**src/rtl/sprite_engine.sv**
```systemverilog
// sprite_engine: multi-sprite icon renderer for the VGA path.
// Draws up to N_SPRITES rotated square tank icons. Each channel runs its own
// hit -> burst -> respawn sequence. One shared address drives both the tank
// ROM and the burst ROM. The outputs are aligned 3 clocks behind the pixel
// coordinates.
// Ports:
//   clock, reset (async, active-low)
//   pixel_column, pixel_row  : current display coordinates
//   LocX_reg, LocY_reg       : packed 8-bit bot positions, channel i at [8i+7:8i]
//   BotInfo_reg              : packed bot info, [2:0] = orientation
//   hit                      : per-channel hit strobe
//   body_color               : per-channel RGB for palette index 2
//   rom_addr                 : shared ROM address (ROMs have a 1-clock read)
//   tank_data, boom_data     : ROM read data
//   icon, icon_c, icon_id    : draw flag, colour and owning channel
//   burst, bot_reset         : per-channel burst state and respawn pulse
module sprite_engine #(
  parameter int          N_SPRITES      = 2,
  parameter int          ICON_BITS      = 5,
  parameter int          X_SHIFT        = 3,
  parameter int          Y_SCALE        = 6,
  parameter int          BURST_CYCLES   = 32'h3000000,
  parameter int          RESPAWN_CYCLES = 17,
  parameter logic [11:0] TRANSPARENT    = 12'hFFF,
  localparam int         ID_W           = (N_SPRITES > 1) ? $clog2(N_SPRITES) : 1,
  localparam int         ADDR_W         = 2 * ICON_BITS
) (
  input  logic                     clock,
  input  logic                     reset,
  input  logic [11:0]              pixel_column,
  input  logic [11:0]              pixel_row,
  input  logic [8*N_SPRITES-1:0]   LocX_reg,
  input  logic [8*N_SPRITES-1:0]   LocY_reg,
  input  logic [8*N_SPRITES-1:0]   BotInfo_reg,
  input  logic [N_SPRITES-1:0]     hit,
  input  logic [12*N_SPRITES-1:0]  body_color,
  output logic [ADDR_W-1:0]        rom_addr,
  input  logic [1:0]               tank_data,
  input  logic [11:0]              boom_data,
  output logic                     icon,
  output logic [11:0]              icon_c,
  output logic [ID_W-1:0]          icon_id,
  output logic [N_SPRITES-1:0]     burst,
  output logic [N_SPRITES-1:0]     bot_reset
);

  localparam logic [12:0]          ICON_SPAN = 13'((1 << ICON_BITS) - 1);
  localparam logic [ICON_BITS-1:0] ICON_M    = {ICON_BITS{1'b1}};

  typedef enum logic [1:0] {
    ST_ALIVE   = 2'd0,
    ST_BURST   = 2'd1,
    ST_RESPAWN = 2'd2
  } state_t;

  // 13-bit coordinates keep right/bottom windows from wrapping to 0
  logic [12:0] pc_s, pr_s;
  assign pc_s = {1'b0, pixel_column};
  assign pr_s = {1'b0, pixel_row};

  // Only the orientation bits [2:1] are used; bit 0 and the upper bits are ignored
  logic [8*N_SPRITES-1:0] unused_botinfo_s;
  assign unused_botinfo_s = BotInfo_reg;

  logic [N_SPRITES-1:0] win_s;
  logic [ADDR_W-1:0]    addr_ch_s [N_SPRITES];
  logic [11:0]          body_s    [N_SPRITES];

  for (genvar g = 0; g < N_SPRITES; g++) begin : g_ch
    logic [12:0]          col_s, row_s;
    logic [ICON_BITS-1:0] dc_s, dr_s;
    logic [1:0]           orient_s;
    logic [ADDR_W-1:0]    addr_s;
    state_t               state_r;
    logic [31:0]          cnt_r;
    logic                 burst_r, respawn_r;

    assign col_s    = 13'(LocX_reg[8*g +: 8]) << X_SHIFT;
    assign row_s    = 13'(LocY_reg[8*g +: 8]) * 13'(Y_SCALE);
    assign dc_s     = ICON_BITS'(pc_s - col_s);
    assign dr_s     = ICON_BITS'(pr_s - row_s);
    // Diagonal orientations fold down to the next lower cardinal
    assign orient_s = BotInfo_reg[8*g+1 +: 2];
    assign body_s[g] = body_color[12*g +: 12];
    assign win_s[g] = (pc_s >= col_s) && (pc_s <= col_s + ICON_SPAN) &&
                      (pr_s >= row_s) && (pr_s <= row_s + ICON_SPAN);

    // Rotate the icon by remapping row/column offsets into the ROM address
    always_comb begin
      case (orient_s)
        2'd0:    addr_s = {dr_s, dc_s};                    // North
        2'd1:    addr_s = {ICON_M - dc_s, dr_s};           // East
        2'd2:    addr_s = {ICON_M - dr_s, ICON_M - dc_s};  // South
        2'd3:    addr_s = {dc_s, ICON_M - dr_s};           // West
        default: addr_s = {dr_s, dc_s};
      endcase
    end
    assign addr_ch_s[g] = addr_s;

    // Per-channel hit -> burst -> respawn sequencer with registered status outputs
    always_ff @(posedge clock or negedge reset) begin
      if (!reset) begin
        state_r   <= ST_ALIVE;
        cnt_r     <= 32'd0;
        burst_r   <= 1'b0;
        respawn_r <= 1'b0;
      end else begin
        case (state_r)
          ST_ALIVE: begin
            cnt_r     <= 32'd0;
            respawn_r <= 1'b0;
            if (hit[g]) begin
              state_r <= ST_BURST;
              burst_r <= 1'b1;
            end else begin
              burst_r <= 1'b0;
            end
          end
          ST_BURST: begin
            if (cnt_r == 32'(BURST_CYCLES - 1)) begin
              state_r   <= ST_RESPAWN;
              cnt_r     <= 32'd0;
              burst_r   <= 1'b0;
              respawn_r <= 1'b1;
            end else begin
              cnt_r     <= cnt_r + 32'd1;
              burst_r   <= 1'b1;
              respawn_r <= 1'b0;
            end
          end
          ST_RESPAWN: begin
            burst_r <= 1'b0;
            if (cnt_r == 32'(RESPAWN_CYCLES - 1)) begin
              state_r   <= ST_ALIVE;
              cnt_r     <= 32'd0;
              respawn_r <= 1'b0;
            end else begin
              cnt_r     <= cnt_r + 32'd1;
              respawn_r <= 1'b1;
            end
          end
          default: begin
            state_r   <= ST_ALIVE;
            cnt_r     <= 32'd0;
            burst_r   <= 1'b0;
            respawn_r <= 1'b0;
          end
        endcase
      end
    end

    assign burst[g]     = burst_r;
    assign bot_reset[g] = respawn_r;
  end

  logic              sel_hit_s, sel_burst_s;
  logic [ID_W-1:0]   sel_id_s;
  logic [ADDR_W-1:0] sel_addr_s;

  // Priority select: scan high to low so the lowest-index hit wins
  always_comb begin
    sel_hit_s   = 1'b0;
    sel_burst_s = 1'b0;
    sel_id_s    = {ID_W{1'b0}};
    sel_addr_s  = {ADDR_W{1'b0}};
    for (int i = N_SPRITES - 1; i >= 0; i--) begin
      if (win_s[i]) begin
        sel_hit_s   = 1'b1;
        sel_burst_s = burst[i];
        sel_id_s    = ID_W'(i);
        sel_addr_s  = addr_ch_s[i];
      end else begin
        // no window here: keep the candidate already chosen
      end
    end
  end

  logic            valid_r1, valid_r2, bsel_r1, bsel_r2;
  logic [ID_W-1:0] id_r1, id_r2;

  // Stage 1 (address) and stage 2 (ROM latency) pipeline registers
  always_ff @(posedge clock or negedge reset) begin
    if (!reset) begin
      rom_addr <= {ADDR_W{1'b0}};
      valid_r1 <= 1'b0;
      bsel_r1  <= 1'b0;
      id_r1    <= {ID_W{1'b0}};
      valid_r2 <= 1'b0;
      bsel_r2  <= 1'b0;
      id_r2    <= {ID_W{1'b0}};
    end else begin
      rom_addr <= sel_addr_s;
      valid_r1 <= sel_hit_s;
      bsel_r1  <= sel_burst_s;
      id_r1    <= sel_id_s;
      valid_r2 <= valid_r1;
      bsel_r2  <= bsel_r1;
      id_r2    <= id_r1;
    end
  end

  logic [11:0] color_s;

  // Colour source: burst ROM while bursting, otherwise the tank palette
  always_comb begin
    if (bsel_r2) begin
      color_s = boom_data;
    end else begin
      case (tank_data)
        2'd0:    color_s = 12'hFFF;
        2'd1:    color_s = 12'h000;
        2'd2:    color_s = body_s[id_r2];
        2'd3:    color_s = 12'h025;
        default: color_s = 12'hFFF;
      endcase
    end
  end

  // Stage 3: register outputs; colour and id hold while nothing is drawn
  always_ff @(posedge clock or negedge reset) begin
    if (!reset) begin
      icon    <= 1'b0;
      icon_c  <= 12'h000;
      icon_id <= {ID_W{1'b0}};
    end else if (valid_r2 && (color_s != TRANSPARENT)) begin
      icon    <= 1'b1;
      icon_c  <= color_s;
      icon_id <= id_r2;
    end else begin
      icon    <= 1'b0;
    end
  end

endmodule

```
**config.mk**
```make
export PLATFORM = sky130hd
export DESIGN_NAME = sprite_engine
export DESIGN_NICKNAME = d
export VERILOG_FILES = /design/src/rtl/sprite_engine.sv
export SDC_FILE = /design/constraint.sdc
export NUM_CORES = 1
export LEC_CHECK = 0
export ABC_AREA = 1
export CAP_MARGIN = 20
export CORE_MARGIN = 4
export CORE_UTILIZATION = 30
export CTS_CLUSTER_SIZE = 12
export DETAILED_ROUTE_END_ITERATION = 12
export HOLD_SLACK_MARGIN = 0.05
export PLACE_DENSITY_LB_ADDON = 0.08
export SLEW_MARGIN = 20
export SYNTH_ARGS = -nofsm -noshare
export SYNTH_HDL_FRONTEND = slang
export SYNTH_SLANG_ARGS = --single-unit
```
**constraint.sdc**
```tcl
create_clock -name clock -period 4.2 [get_ports clock]
set_clock_uncertainty 0.15 [all_clocks]
set_input_delay 0.42 -clock clock [delete_from_list [all_inputs] [get_ports clock]]
set_output_delay 0.42 -clock clock [all_outputs]
set_load 0.05 [all_outputs]
```
# Yosys cells after proc, flatten, opt, wreduce, memory -nomap -nowiden

Cells that the tools add are included.

Input port bits: 114
Bits in registers: 102

Add/subtract/negate cells: 14
Multiply operators: 2
Equality and inequality tests: 24
Reduce and logical (&&, ||, !) cells: 14
Bitwise gates (word level): 1
Multiplexer cells: 41
Magnitude comparators: 9

Operators by type and width:

| operator                                                             | number |
|---|---|
| 32-bit 2-to-1 mux                                                    | 4 |
| 32-bit case mux with 2 select lines                                  | 2 |
| 10-bit case mux with 4 select lines                                  | 2 |
| 32-bit by 1-bit adder with 32-bit output (second input constant)     | 2 |
| 32-bit by 26-bit == test with 1-bit output (second input constant)   | 2 |
| 32-bit by 5-bit == test with 1-bit output (second input constant)    | 2 |
| 11-bit by 5-bit adder with 12-bit output (second input constant)     | 4 |
| 12-bit by 11-bit >= comparator with 1-bit output                     | 4 |
| 12-bit less-or-equal comparator                                      | 4 |
| 12-bit 2-to-1 mux                                                    | 4 |
| 12-bit case mux with 4 select lines                                  | 1 |
| 8-bit by 2-bit multiplier with 10-bit output (second input constant) | 2 |
| 10-bit 2-to-1 mux                                                    | 2 |
| 5-bit subtractor                                                     | 4 |
| 5-bit subtractor (first input constant)                              | 4 |
| 2-bit == test (second input constant)                                | 8 |
| 1-bit 2-to-1 mux                                                     | 14 |
| 2-bit 2-to-1 mux                                                     | 6 |
| 12-bit inequality test (second input constant)                       | 1 |
| 2-bit inequality test (second input constant)                        | 6 |
| 2-bit case mux with 3 select lines                                   | 2 |
| 2-bit by 1-bit == test with 1-bit output (second input constant)     | 5 |
| 2-bit zero test                                                      | 5 |
| 1-bit case mux with 2 select lines                                   | 4 |
| other kinds (4)                                                      | 11 |

# Logic depth before layout (Yosys ltp)

Gate-level depths: netlist of run 1.

Word-level depth: 9
Depth in mapped cells: 25

# Least setup slack after synthesis of run 1

Ideal clock, no wire load.

Path kind: input-to-reg
Start point: input LocY_reg[0]
End point: register rom_addr[1]
Required time: 3,984 ps
Path buffers: 1
Arrival: 3,057 ps
Stages: 21
Slack: 928 ps
Path through: ha_1 -> fa_1 -> xor2_1 -> nor2_1 -> nor2_1 -> nand2_1 -> nor2_1 -> nand2_1 -> nand2_1 -> nand2_1 -> ha_1 -> nand2_1 -> nor2_1 -> and2_1 -> nand4_1 -> nand2_1 -> inv_1 -> nor2_1 -> buf_2 -> nand3_1 -> nand2_1

Cells in the longest elaborated chain, start to end: 5
Elaborated cells between the ends (all ways): 10
Those cells by class: 3 x add/sub; 1 x mul; 2 x order compare; 2 x mux; 2 x reduce/logical

Ends and longest elaborated chain:

| item                                                                     | line   | source |
|---|---|---|
| start: declaration                                                       | 33     | `input logic [8*N_SPRITES-1:0] LocY_reg,` |
| 8-bit by 2-bit multiplier with 10-bit output (*)                         | 79     | `assign row_s = 13'(LocY_reg[8*g +: 8]) * 13'(Y_SCALE);` |
| 11-bit by 5-bit adder with 12-bit output, or another cell as far along   | 86     | `(pr_s >= row_s) && (pr_s <= row_s + ICON_SPAN);` |
| 12-bit less-or-equal comparator, or another cell as far along            | 86     |  |
| 1-bit logical AND or 10-bit case mux with 4 select lines (tied branches) | 86, 90 |  |
| 10-bit 2-to-1 mux (*)                                                    | 167    | `if (win_s[i]) begin` |
| named net sel_addr_s[1]                                                  | 158    | `logic [ADDR_W-1:0] sel_addr_s;` |
| end signal: assignment                                                   | 184    | `rom_addr <= {ADDR_W{1'b0}};` |
| end signal: assignment                                                   | 192    | `rom_addr <= sel_addr_s;` |
| end: declaration                                                         | 37     | `output logic [ADDR_W-1:0] rom_addr,` |

Mark *: on every way through the listed nets, which the timed path passes. The rest lies on a longest branch.
A chain may end at the register's enable or synchronous reset.

# Worst setup path after layout of run 1

Start point: input LocY_reg[0]
End point: register rom_addr[6]

Cells in the longest elaborated chain, start to end: 5
Elaborated cells between the ends (all ways): 10
Those cells by class: 3 x add/sub; 1 x mul; 2 x order compare; 2 x mux; 2 x reduce/logical

Ends and longest elaborated chain:

| item                                                                     | line |
|---|---|
| 8-bit by 2-bit multiplier with 10-bit output (*)                         | 79 |
| 11-bit by 5-bit adder with 12-bit output, or another cell as far along   | 86 |
| 12-bit less-or-equal comparator, or another cell as far along            | 86 |
| 1-bit logical AND or 10-bit case mux with 4 select lines (tied branches) | 86, 90 |
| 10-bit 2-to-1 mux (*)                                                    | 167 |
| named net sel_addr_s[6]                                                  | 158 |

Marked as above.

==> results.cfg, run 1 <==
[outcome]
run_status = finished clean

[yosys]
synth_ff_type = dfrtp_1
yosysTopAreaCell = dfrtp_1
seq_area_frac_synth = 0.2641
synth_cells = 1418
yosysUniqueCellTypes = 43
synth_edf_count = 0
synth_area_per_cell_um2 = 6.815
ys_ff_latch = 102
ys_top_cells_by_area = dfrtp_1 26%, nand2_1 15%, ha_1 14%, inv_1 7.3%, nor2_1 7.3%
synth_warnings = 0
synthesis.area_um2 = 9663
synth_nets = 1642
synth_top_area_share = 0.2641
ys_async_sr_fraction = 1.000

[sta]
hold_viol_final = 0
clock.fmax_mhz = 269.4
rsz0062_at_grt = false
maxSlewHeadroom = 0.4557
fin_crit_ns = 3.712
maxSlewViolCount = 0
finalCritPeriodShare = 0.8838
worstMarginPinSlew_ns = 0.8165
totalNegativeSetupSlack_ns = 0
finalSetupViolCount = 0

[drt]
ant_nets = 0
wire_per_inst_um = 13.44
vias_per_cell = 4.581
first_pass_iters = 5
drtIter0Drc = 437
wl_mm = 26.30
vias = 8965
drc = 0

[global_routing]
grt_pass1_vias = 8732
grt_pass1_wl_mm = 44.00
track_usage = 0.1493
antenna_found_initial = 0
grt_max_degree = 64
grt_overflow_total = 0

[cts]
clk_pin_slew_ns = 0.07
cts-resized-gates = 0
cts_made_buffers = 9
htreeDepth = 3
cts-root-buf = clkbuf_16
insertion_delay_ns = 0.35
clockBufferDepth = 2
post_cts_buffers = 0
cts_tree = done
hold_buffers = 1
cts.sinks = 102

[hold_path]
hold_start = bsel_r1
holdPathStages = 0
min_path_type = reg2reg
hold_end = bsel_r2

[floorplan]
num_rows = 65
ios = 142
die_h_um = 187.5
start_util = 0.3054
die_w_um = 187.5
core_um2 = 31640
die_area_um2 = 35150

[layout]
layout_common_cells = 385 x nand2_1, 189 x inv_1, 189 x nor2_1
syn_to_final_growth_pct = 21.11
diodes = 0
final_common_cell = nand2_1
drive_gt1_frac = 0.04823
fillCellCount = 3374
final_nets = 1774

[power_and_ir_drop]
sequentialPowerShare = 0.325
p_clk_frac = 0.236
p_sw_frac = 0.4088
p_leak_nw = 5.546
internal-power_mw = 2.143
finalPower_mw = 3.626
p_sw_mw = 1.482
peakVddDrop_mv = 0.2107
powerDensity_nw_per_um2 = 309.8
p_comb_frac = 0.439

[place]
portBuffers = 129
place.gp.congestion = 0.8511
dp_hpwl_mm = 21.70

[critical_path]
regToRegEndpoint = icon_c[0]
startpoint_type = primary input
r2r_setup_slack_ns = 1.65
path_class = in2reg
r2r_start = id_r2
end_kind = flop
required_ns = 4.34
r2r_cells = 10
cp_data_arrival_time_ns = 3.85
path_max_fanout = 12

[job]
drv_cap = 0
==> cell type report <==
cell class	instances	area, um^2	area share
repair buffers	145	1411	0.1206
flip-flops and latches	102	2552	0.2181
well taps	402	503.0	0.04298
clock inverters	5	57.56	0.004918
clock buffers	11	242.7	0.02074
inverters	194	728.2	0.06223
multi-input cells	1098	6207	0.5304
==> metrics by stage <==
step / util / hold slack (ns) / area, um^2 / setup WS (ns) / instances
after floorplan: - / -0.02559 / 9663 / 0.9275 / 1418
after global placement: 0.3601 / 0.1866 / 11390 / 0.1167 / 1940
after detailed placement: 0.3601 / 0.1909 / 11390 / 0.08147 / 1940
after CTS: 0.3699 / 0.2078 / 11700 / 0.4504 / 1957
after global routing: 0.3699 / 0.2191 / 11700 / 0.1182 / 1957
final: 0.3699 / 0.2048 / 11700 / 0.4881 / 1957
==> critical path, stage by stage <==
cell             delay [ns]
clkdlybuf4s50_1        0.49
ha_1                   0.27
fa_1                   0.43
xor2_1                 0.27
nor2_1                 0.09
nor2_1                 0.10
nand2_1                0.07
nor2_1                 0.21
nand2_1                0.09
nand2_1                0.06
nand2_1                0.05
ha_1                   0.26
nand2_1                0.06
nor2_1                 0.16
and2_1                 0.16
nand4_1                0.07
nand2_1                0.10
inv_1                  0.04
nor2_1                 0.09
buf_4                  0.18
nand3_1                0.09
nand2_1                0.08
==> routing by layer <==
metal	share of wire	global-route usage	vias up	wire [um]
li1	-	-	4779	-
met1	0.49	0.2036	4001	12810
met2	0.47	0.2534	168	12230
met3	0.036	0.01978	17	953
met4	0.012	0.03275	0	305
met5	0	0	-	0
==> flip-flops by register name, summed over array words and instances, names as in the netlist <==
signal          count
id_r1               1
icon_c             12
icon_id             1
id_r2               1
g_ch.burst_r        2
bsel_r2             1
valid_r1            1
g_ch.state_r        4
valid_r2            1
icon                1
bsel_r1             1
g_ch.respawn_r      2
g_ch.cnt_r         64
rom_addr           10
==> logic make-up after synthesis <==
| group | after synthesis | synth area share |
|---|---|---|
| adder cells (fa/ha/maj) | 110 | 0.1455 |
| AO/OA/AOI/OAI | 89 | 0.05322 |
| flip-flops | 102 | 0.2641 |
| AND/OR/NAND/NOR | 804 | 0.3575 |
| buffers and inverters | 218 | 0.09349 |
| XOR/XNOR | 95 | 0.08611 |
==> cell usage after synthesis, types with 7 or more instances <==
cell     instances
nand4_1         32
nand3_1        105
ha_1           106
dfrtp_1        102
xor2_1          81
nor2_2          13
a21oi_1         45
inv_1          189
xnor2_1         14
nor3_1          42
o21ai_0         18
buf_2            7
nand2_1        385
nand2_2         12
nor2_1         189
==> power groups by stage <==
stage / registers, mW / logic [mW] / clock network (mW)
2_1_floorplan: 1.40 / 0.891 / 0
3_3_place_gp: 1.20 / 1.60 / 0
3_5_place_dp: 1.20 / 1.61 / 0
4_1_cts: 1.18 / 1.62 / 0.901
5_1_grt: 1.19 / 1.79 / 0.935
6_report: 1.18 / 1.59 / 0.855
==> worst max-delay path by stage <==
stage | slack (ns) | cells past startpoint | startpoint | to
final | 0.49 | 22 | LocY_reg[0] | rom_addr[6]
after global routing | 0.12 | 22 | LocY_reg[0] | rom_addr[9]
after CTS | 0.45 | 22 | LocY_reg[0] | rom_addr[6]
after detailed placement | 0.08 | 22 | LocY_reg[0] | rom_addr[4]
after global placement | 0.12 | 22 | LocY_reg[0] | rom_addr[4]
after floorplan | 0.93 | 21 | LocY_reg[0] | rom_addr[1]
(Power assumes the default switching activity.)
==> inputs of run 2 (changes only) <==
--- a/config.mk
+++ b/config.mk
@@ -7,6 +7,8 @@
 export LEC_CHECK = 0
 export ABC_AREA = 1
 export CAP_MARGIN = 20
+export CELL_PAD_IN_SITES_DETAIL_PLACEMENT = 1
+export CELL_PAD_IN_SITES_GLOBAL_PLACEMENT = 1
 export CORE_MARGIN = 4
 export CORE_UTILIZATION = 30
 export CTS_CLUSTER_SIZE = 12
==> constraint.sdc (replaced) <==
create_clock -name clock -period 3.75 [get_ports clock]
set_clock_uncertainty 0.15 [all_clocks]
set_input_delay 0.375 -clock clock [delete_from_list [all_inputs] [get_ports clock]]
set_output_delay 0.375 -clock clock [all_outputs]
set_load 0.05 [all_outputs]
==> results.cfg, run 2 (synthesized netlist as in run 1, its figures left out) <==
[place]
place_ws_ns = -0.3455
place.gp.congestion = 0.8175
dp_hpwl_mm = 24.74
dp_cells = 1971
portBuffers = 129

[critical_path]
required_ns = 3.85
endpoint = rom_addr[0]
path_max_fanout = 5
max_stage_delay_ns = 0.55
r2r_start = g_ch[1].cnt_r[0]
regToRegEndpoint = g_ch[1].cnt_r[28]
cp_top_family = simple AND/OR/NAND/NOR gates
startpoint_type = primary input
end_kind = flop
r2r_cells = 11
crit_start = LocY_reg[8]
slowest_stage = fa_2
r2r_setup_slack_ns = 1.34
cp_data_arrival_time_ns = 3.56
cp.depth = 24
cp_common_cell = nand2_1
path_class = in2reg
crit_chain = clkdlybuf4s50_1 > ha_1 > fa_2 > inv_1 > nand2_1 > nor2_1 > nor2_1 > nand2_1 > nor2_2 > nand2_1 > nand2_1 > nand2_1 > ha_1 > nand2_1 > nor2_2 > and2_4 > nand2_1 > nand3_1 > nand2_1 > inv_1 > nor2_4 > buf_4 > nand3_1 > nand2_1
crit_buf_inv = 4

[floorplan]
die_h_um = 187.5
die_w_um = 187.5
die_area_um2 = 35150
core_um2 = 31640
start_util = 0.3054
num_rows = 65
ios = 142

[sta]
clock.fmax_mhz = 289.6
maxSlewViolCount = 0
fin_crit_ns = 3.454
hold_viol_final = 0
maxSlewHeadroom = 0.4291
worstMarginPinSlew_ns = 0.8564
hold_ws_ns = 0.2035
finalSetupViolCount = 0
finalCritPeriodShare = 0.9210
setup_slack_ns = 0.2964

[hold_path]
min_path_type = reg2reg
holdPathStages = 0
hold_start = id_r1

[layout]
fin_cells = 1989
fin_util = 0.3805
final_common_cell = nand2_1
syn_to_final_growth_pct = 24.59
drive_gt1_frac = 0.08318
diodes = 0
layout_common_cells = 384 x nand2_1, 189 x inv_1, 176 x nor2_1
largest_reg_flops = 64
top_regs = g_ch.cnt_r (64), icon_c (12), rom_addr (10)
top_register = g_ch.cnt_r
final_nets = 1806

[global_routing]
gr-max-usage-layer = met2
grt_max_degree = 64
met3_usage = 0.01997
grt_overflow_total = 0
use_met1 = 0.2274
use_met2 = 0.2963
grt_pass1_wl_mm = 49.51
grt_pass1_vias = 9721
track_usage = 0.1695
antenna_found_initial = 0

[power_and_ir_drop]
powerDensity_nw_per_um2 = 346.8
p_leak_nw = 5.714
peakVddDrop_mv = 0.2474

[drt]
drtIter0Drc = 351
first_pass_iters = 4
ant_nets = 0
wl_mm = 29.68
vias = 9412
wire_per_inst_um = 14.92
drc = 0
vias_per_cell = 4.732

[cts]
insertion_delay_ns = 0.36
htreeDepth = 3
cts_made_buffers = 9
cts.sinks = 102
clockBufferDepth = 2
clk_pin_slew_ns = 0.08
cts-root-buf = clkbuf_16
cts_tree = done

[outcome]
run_status = finished clean

[job]
drv_cap = 0
## run 2: cell count changes in the layout (fill, tap and decap cells not counted), sizes merged
cell and change:
buf +32, clkbuf -2, inv +3, bufinv -1, clkdlybuf4s50 -1, dlymetal6s2s +1
## run 2: worst min path at each step
| stage | end |
|---|---|
| final | id_r2 |
| after global routing | id_r2 |
| after CTS | bsel_r2 |
| after detailed placement | bsel_r2 |
| after global placement | id_r2 |
| after floorplan | bsel_r1 |
## run 2: where the power goes
part / internal (mW) / switching (mW)
Clock: 0.467 / 0.483
Combinational: 0.720 / 1.19
Sequential: 1.21 / 0.0999
Total: 2.40 / 1.78
## run 2: cell type report
class	count	area, um^2
Tap cell	402	503.0
Sequential cell	102	2552
Fill cell	3981	19600
Inverter	194	728.2
Timing Repair Buffer	177	1674
Clock inverter	7	63.81
Multi-Input combinational cell	1098	6292
Clock buffer	9	225.2
## run 2: per-layer routing
metal	wire (um)	up-vias
met5	0	-
met4	272	0
met3	913	14
met2	14180	131
met1	14310	4428
li1	-	4839
## run 2: stage by stage
| stage | area (um^2) | power, mW | setup TNS [ns] |
|---|---|---|---|
| after floorplan | 9663 | 2.562 | 0 |
| after global placement | 11640 | 3.229 | -3.348 |
| after detailed placement | 11640 | 3.253 | -4.161 |
| after CTS | 11940 | 4.229 | 0 |
| after global routing | 12040 | 4.509 | -0.002076 |
| final | 12040 | 4.175 | 0 |
## run 2: timing repair
action | in CTS | in global routing
hold buffers | 1 | 0
endpoints found under the hold margin | 62 | 0
setup endpoints to repair | 0 | 13
setup buffers | 0 | 0
gates resized for setup | 0 | 30
==> patch 1, RTL diff (settings of run 2) <==
Change the parameter `N_SPRITES` from 2 to 4.
--- a/src/rtl/sprite_engine.sv
+++ b/src/rtl/sprite_engine.sv
@@ -17,3 +17,3 @@
 module sprite_engine #(
-  parameter int          N_SPRITES      = 2,
+  parameter int          N_SPRITES      = 4,
   parameter int          ICON_BITS      = 5,
Ports: changed (8 resized); port bits go from 142 to 221. No check against the original RTL was run, so the function may have changed too.
==> patch 1 against run 2 <==
Core utilization up 1.8 points. Sequential power grew 75%. Sequential cell count increased by 75. Design area rose by 92%. Total power increased by 93%. Setup slack got worse by 130 ps. Wire length rose by 110%. Area after synthesis grew 82%.
==> patch 1: results (changes against run 2) <==
[global_routing]
first_global_vias = 19200  ; +97%
met1_usage_pct = 25.0  ; +2.2 points
grt_pass1_wl_mm = 99.5  ; +100%
grt.met2_usage_pct = 34.7  ; +5.1 points
antenna_found_initial = 2  ; +2
grtUsageTotal_pct = 19.2  ; +2.3 points

[worst_setup_path]
r2r_start = id_r2[0]$_DFF_PN0_
r2r_end = icon_c[7]$_DFFE_PN0P_
reg2reg_slack_ps = 870  ; -470 ps

[power_and_ir_drop]
power_switching_w = 0.00340  ; +91%
static-leakage-power_nw = 10.8  ; +88%
seq_cell_power_w = 0.00229  ; +75%

[placement]
portBuffers = 196  ; +52%
pre_cts_slack_ps = -899  ; -554 ps
dpl_cell_area_um2 = 21700  ; +86%
gp_congestion = 0.839  ; +2.6%

[detailed_routing]
wl_per_cell_um = 16.6  ; +11%
dr_wl_met3_mm = 1.43  ; +57%
wl_met2_mm = 30.4  ; +110%
drtIter0Drc = 622  ; +77%
met1_length_mm = 28.4  ; +99%

[floorplan]
die_area_um2 = 62700  ; +78%

[clocking]
clk_latency_ps = 450  ; +90 ps
htreeDepth = 4  ; +1

[yosys]
synth_xor_area_share_pct = 9.19  ; +0.58 points
ys_top_cells_by_count = 545 x nand2_1, 340 x nor2_1, 334 x inv_1, 212 x ha_1, 177 x dfrtp_1
yosysSeqAreaShare_pct = 25.1  ; -1.3 points
synth.distinct_cells = 55  ; +28%

[layout]
seqCellArea_um2 = 4430  ; +74%
bufAreaShareNonClock_pct = 15.9  ; +2.0 points
largestRegisters = g_ch.cnt_r: 128 flops, icon_c: 12 flops, rom_addr: 10 flops
fin_cells = 3690  ; +86%
clk_share_pct = 2.55  ; +0.15 points
n_all_buffers = 413  ; +130%
antennaDiodeCount = 2  ; +2
synthToLayoutAreaGrowth_pct = 31.0
n_sequential_cell = 177  ; +74%

[status]
status = finished clean

[sta]
whs_ps = 208  ; +4.15 ps

[hold_path]
hold_end = id_r2[1]$_DFF_PN0_
min_from = id_r1[1]$_DFF_PN0_

==> patch 1: cell types whose count changed in the layout (fill, tap and decap cells not counted), sizes merged, moves of 37 or more <==
cell,run 2,this run
o21ai,21,108
ha,106,212
inv,198,346
buf,48,216
nor3,44,90
xor2,81,154
a21oi,46,100
dfrtp,102,177
nand2,399,552
nor4,5,45
nor2,204,357
clkdlybuf4s50,127,175
nand3,106,143
==> patch 1: worst max-delay path, cell delays in order <==
cell,delay (ps)
clkdlybuf4s50_1,440
ha_1,300
inv_1,80
nor2_1,80
a221oi_2,260
nand2_1,140
xor2_2,210
buf_4,150
xor2_1,160
ha_1,330
nand2_2,90
nor2_4,30
and2_4,150
nand2_1,60
nand3_1,90
nand2_2,90
nand4_1,90
buf_6,150
buf_6,130
nand3_1,70
nand2_1,60
nand2_1,60
nand2_1,50
nand2_1,50
nand2_1,50
==> patch 1: worst max-delay path by stage <==
stage                 startpoint               endpoint  slack, ps  cells past startpoint
finish              LocY_reg[21]  rom_addr[2]$_DFF_PN0_        160                     25
global route        LocY_reg[21]  rom_addr[3]$_DFF_PN0_        -70                     23
CTS                  LocY_reg[8]  rom_addr[5]$_DFF_PN0_         10                     25
detailed placement  LocY_reg[17]  rom_addr[2]$_DFF_PN0_       -900                     27
global placement    LocY_reg[17]  rom_addr[1]$_DFF_PN0_       -720                     27
floorplan           LocY_reg[24]  rom_addr[6]$_DFF_PN0_         30                     25
==> patch 1: cell families (layout without fill, tap and decap cells) <==
| kind of cell | Yosys count | in the layout |
|---|---|---|
| buffers and inverters | 392 | 792 |
| other | 0 | 2 |
| AO/OA/AOI/OAI | 264 | 264 |
| flip-flops | 177 | 177 |
| multiplexers | 2 | 2 |
| AND/OR/NAND/NOR | 1283 | 1283 |
| adder cells (fa/ha/maj) | 220 | 220 |
| XOR/XNOR | 185 | 185 |
==> patch 2, RTL diff (config.mk and constraints of run 2) <==
Made on the original files. Register the output `icon_c` once more, cleared by the reset; this adds one clock of latency there. The other outputs are not delayed to match.
--- a/src/rtl/sprite_engine.sv
+++ b/src/rtl/sprite_engine.sv
@@ -55,2 +55,4 @@
 
+  logic [11:0] icon_c_s0;
+
   // 13-bit coordinates keep right/bottom windows from wrapping to 0
@@ -222,3 +224,3 @@
       icon    <= 1'b0;
-      icon_c  <= 12'h000;
+      icon_c_s0 <= 12'h000;
       icon_id <= {ID_W{1'b0}};
@@ -226,3 +228,3 @@
       icon    <= 1'b1;
-      icon_c  <= color_s;
+      icon_c_s0 <= color_s;
       icon_id <= id_r2;
@@ -233,2 +235,10 @@
 
+  always_ff @(posedge clock or negedge reset) begin
+    if (!reset) begin
+      icon_c <= '0;
+    end else begin
+      icon_c <= icon_c_s0;
+    end
+  end
+
 endmodule
Function: changed (Yosys sat finds a counterexample within 4 cycles, from zero or initial values and one cycle with reset low).
==> patch 2 against run 2 <==
Maximum frequency down 0.32%. Largest power group unchanged. Total power is 27% higher. First-iteration DRC count down 21%. Design area rose by 5.7%. Area after synthesis grew 3.1%. Setup slack got worse by 11 ps. Wire length up 3.5%. Critical path type unchanged. Sequential cell count increased by 12. Clock power up 98%. Critical endpoint is now rom_addr[3]$_DFF_PN0_. Hold slack worse by 7.2 ps. Sequential share of layout area up 1.2 points. Largest cell class unchanged. Synthesized cell count up 0.85%.
==> patch 2: results (changes against run 2) <==
[clocking]
clkTransAtPathRegs_ps = 60  ; -20 ps
clk_latency_ps = 420  ; +60 ps
cts_buffers = 17  ; +8
htreeDepth = 4  ; +1
hold_buffers = 1  ; unchanged

[worst_setup_path]
r2r_start = id_r2$_DFF_PN0_
crit_path_top_delay_cell = fa_1
r2r_end = icon_c_s0[0]$_DFFE_PN0P_
arrival_ps = 3670  ; +110 ps
reg2reg_depth = 11  ; unchanged
cp_slowest_stage_delay_ps = 490  ; -60 ps
cp_max_fo = 11  ; +6
reg2reg_slack_ps = 1110  ; -230 ps
setup.worst_path.end = rom_addr[3]$_DFF_PN0_

[power_and_ir_drop]
peakVddDrop_v = 0.000333  ; +34%
swShare_pct = 35.8  ; -6.7 points
static-leakage-power_nw = 6.04  ; +5.6%
internal-power_w = 0.00342  ; +42%
comb-power_w = 0.00192
seq_cell_power_w = 0.00152  ; +16%

[detailed_routing]
drtIter0Drc = 279  ; -21%
drt_pass1_iterations = 4  ; unchanged
vias = 9458  ; +0.49%
routed_wl_mm = 30.7  ; +3.5%

[layout]
fin_cells = 2054  ; +3.3%
synthToLayoutAreaGrowth_pct = 27.7
antennaDiodeCount = 0  ; unchanged
fin_nets = 1825  ; +1.1%
drive_gt1_share_pct = 8.50  ; +0.18 points
largestRegisters = g_ch.cnt_r: 64 flops, icon_c: 12 flops, icon_c_s0: 12 flops
fill_cells = 4096  ; +2.9%

[placement]
pre_cts_slack_ps = -384  ; -38.6 ps
portBuffers = 129  ; unchanged
placed_cells = 2022  ; +2.6%
hpwl_mm = 25.2  ; +1.7%
gp_congestion = 0.818  ; about the same
dpl_cell_area_um2 = 12000  ; +2.9%

[hold_path]
min_path_type = reg -> reg
min_from = id_r1$_DFF_PN0_

[status]
status = finished clean

[global_routing]
antenna_found_initial = 0  ; unchanged
grt_pass1_wl_mm = 51.2  ; +3.4%
grtUsageTotal_pct = 17.3  ; +0.34 points
first_global_vias = 10100  ; +3.7%
grt_max_degree = 54  ; -16%

[sta]
period_share_pct = 92.4  ; +0.30 points
worst_slew_pin_slew_ps = 700  ; -156 ps
whs_ps = 196  ; -7.24 ps

[yosys]
synth_fp_nets = 1654  ; +0.73%
yosys_most_used_dff = dfrtp_1
ys_top_cells_by_count = 385 x nand2_1, 189 x inv_1, 189 x nor2_1, 114 x dfrtp_1, 106 x ha_1
synth.area.top_cells = dfrtp_1 29%, nand2_1 15%, ha_1 13%
yosysWarnings = 0  ; unchanged
yosysSeqAreaShare_pct = 28.6  ; +2.2 points
syn_avg_cell_area_um2 = 6.97  ; +2.2%

patch 2: cell types whose count changed after synthesis, sizes merged:
cell / delta
dfrtp: +12
patch 2: area by class of cell:
type | count | share of cell area (%)
multi-input cells | 1098 | 49.3
inverters | 194 | 5.72
clock inverters | 9 | 1.58
well taps | 442 | 4.35
clock buffers | 21 | 3.70
flip-flops and latches | 114 | 22.4
repair buffers | 176 | 13.0
patch 2: cells by family (layout without fill, tap and decap cells):
kind of cell	count (synthesis)	count (layout)	synth area share, %
adders and majority gates	110	110	14.1
DFF	114	114	28.6
and+or+nand+nor	804	804	34.7
AOI/OAI and AO/OA	89	89	5.20
xor gates and xnor gates	95	95	8.35
buffers and inverters	218	400	9.03
patch 2: per-layer routing:
layer	wire length (um)	GRT usage, %	vias up
li1	-	-	4884
met1	14600	22.6	4428
met2	15000	31.0	129
met3	850	2.07	17
met4	242	3.40	0
met5	0	0	-
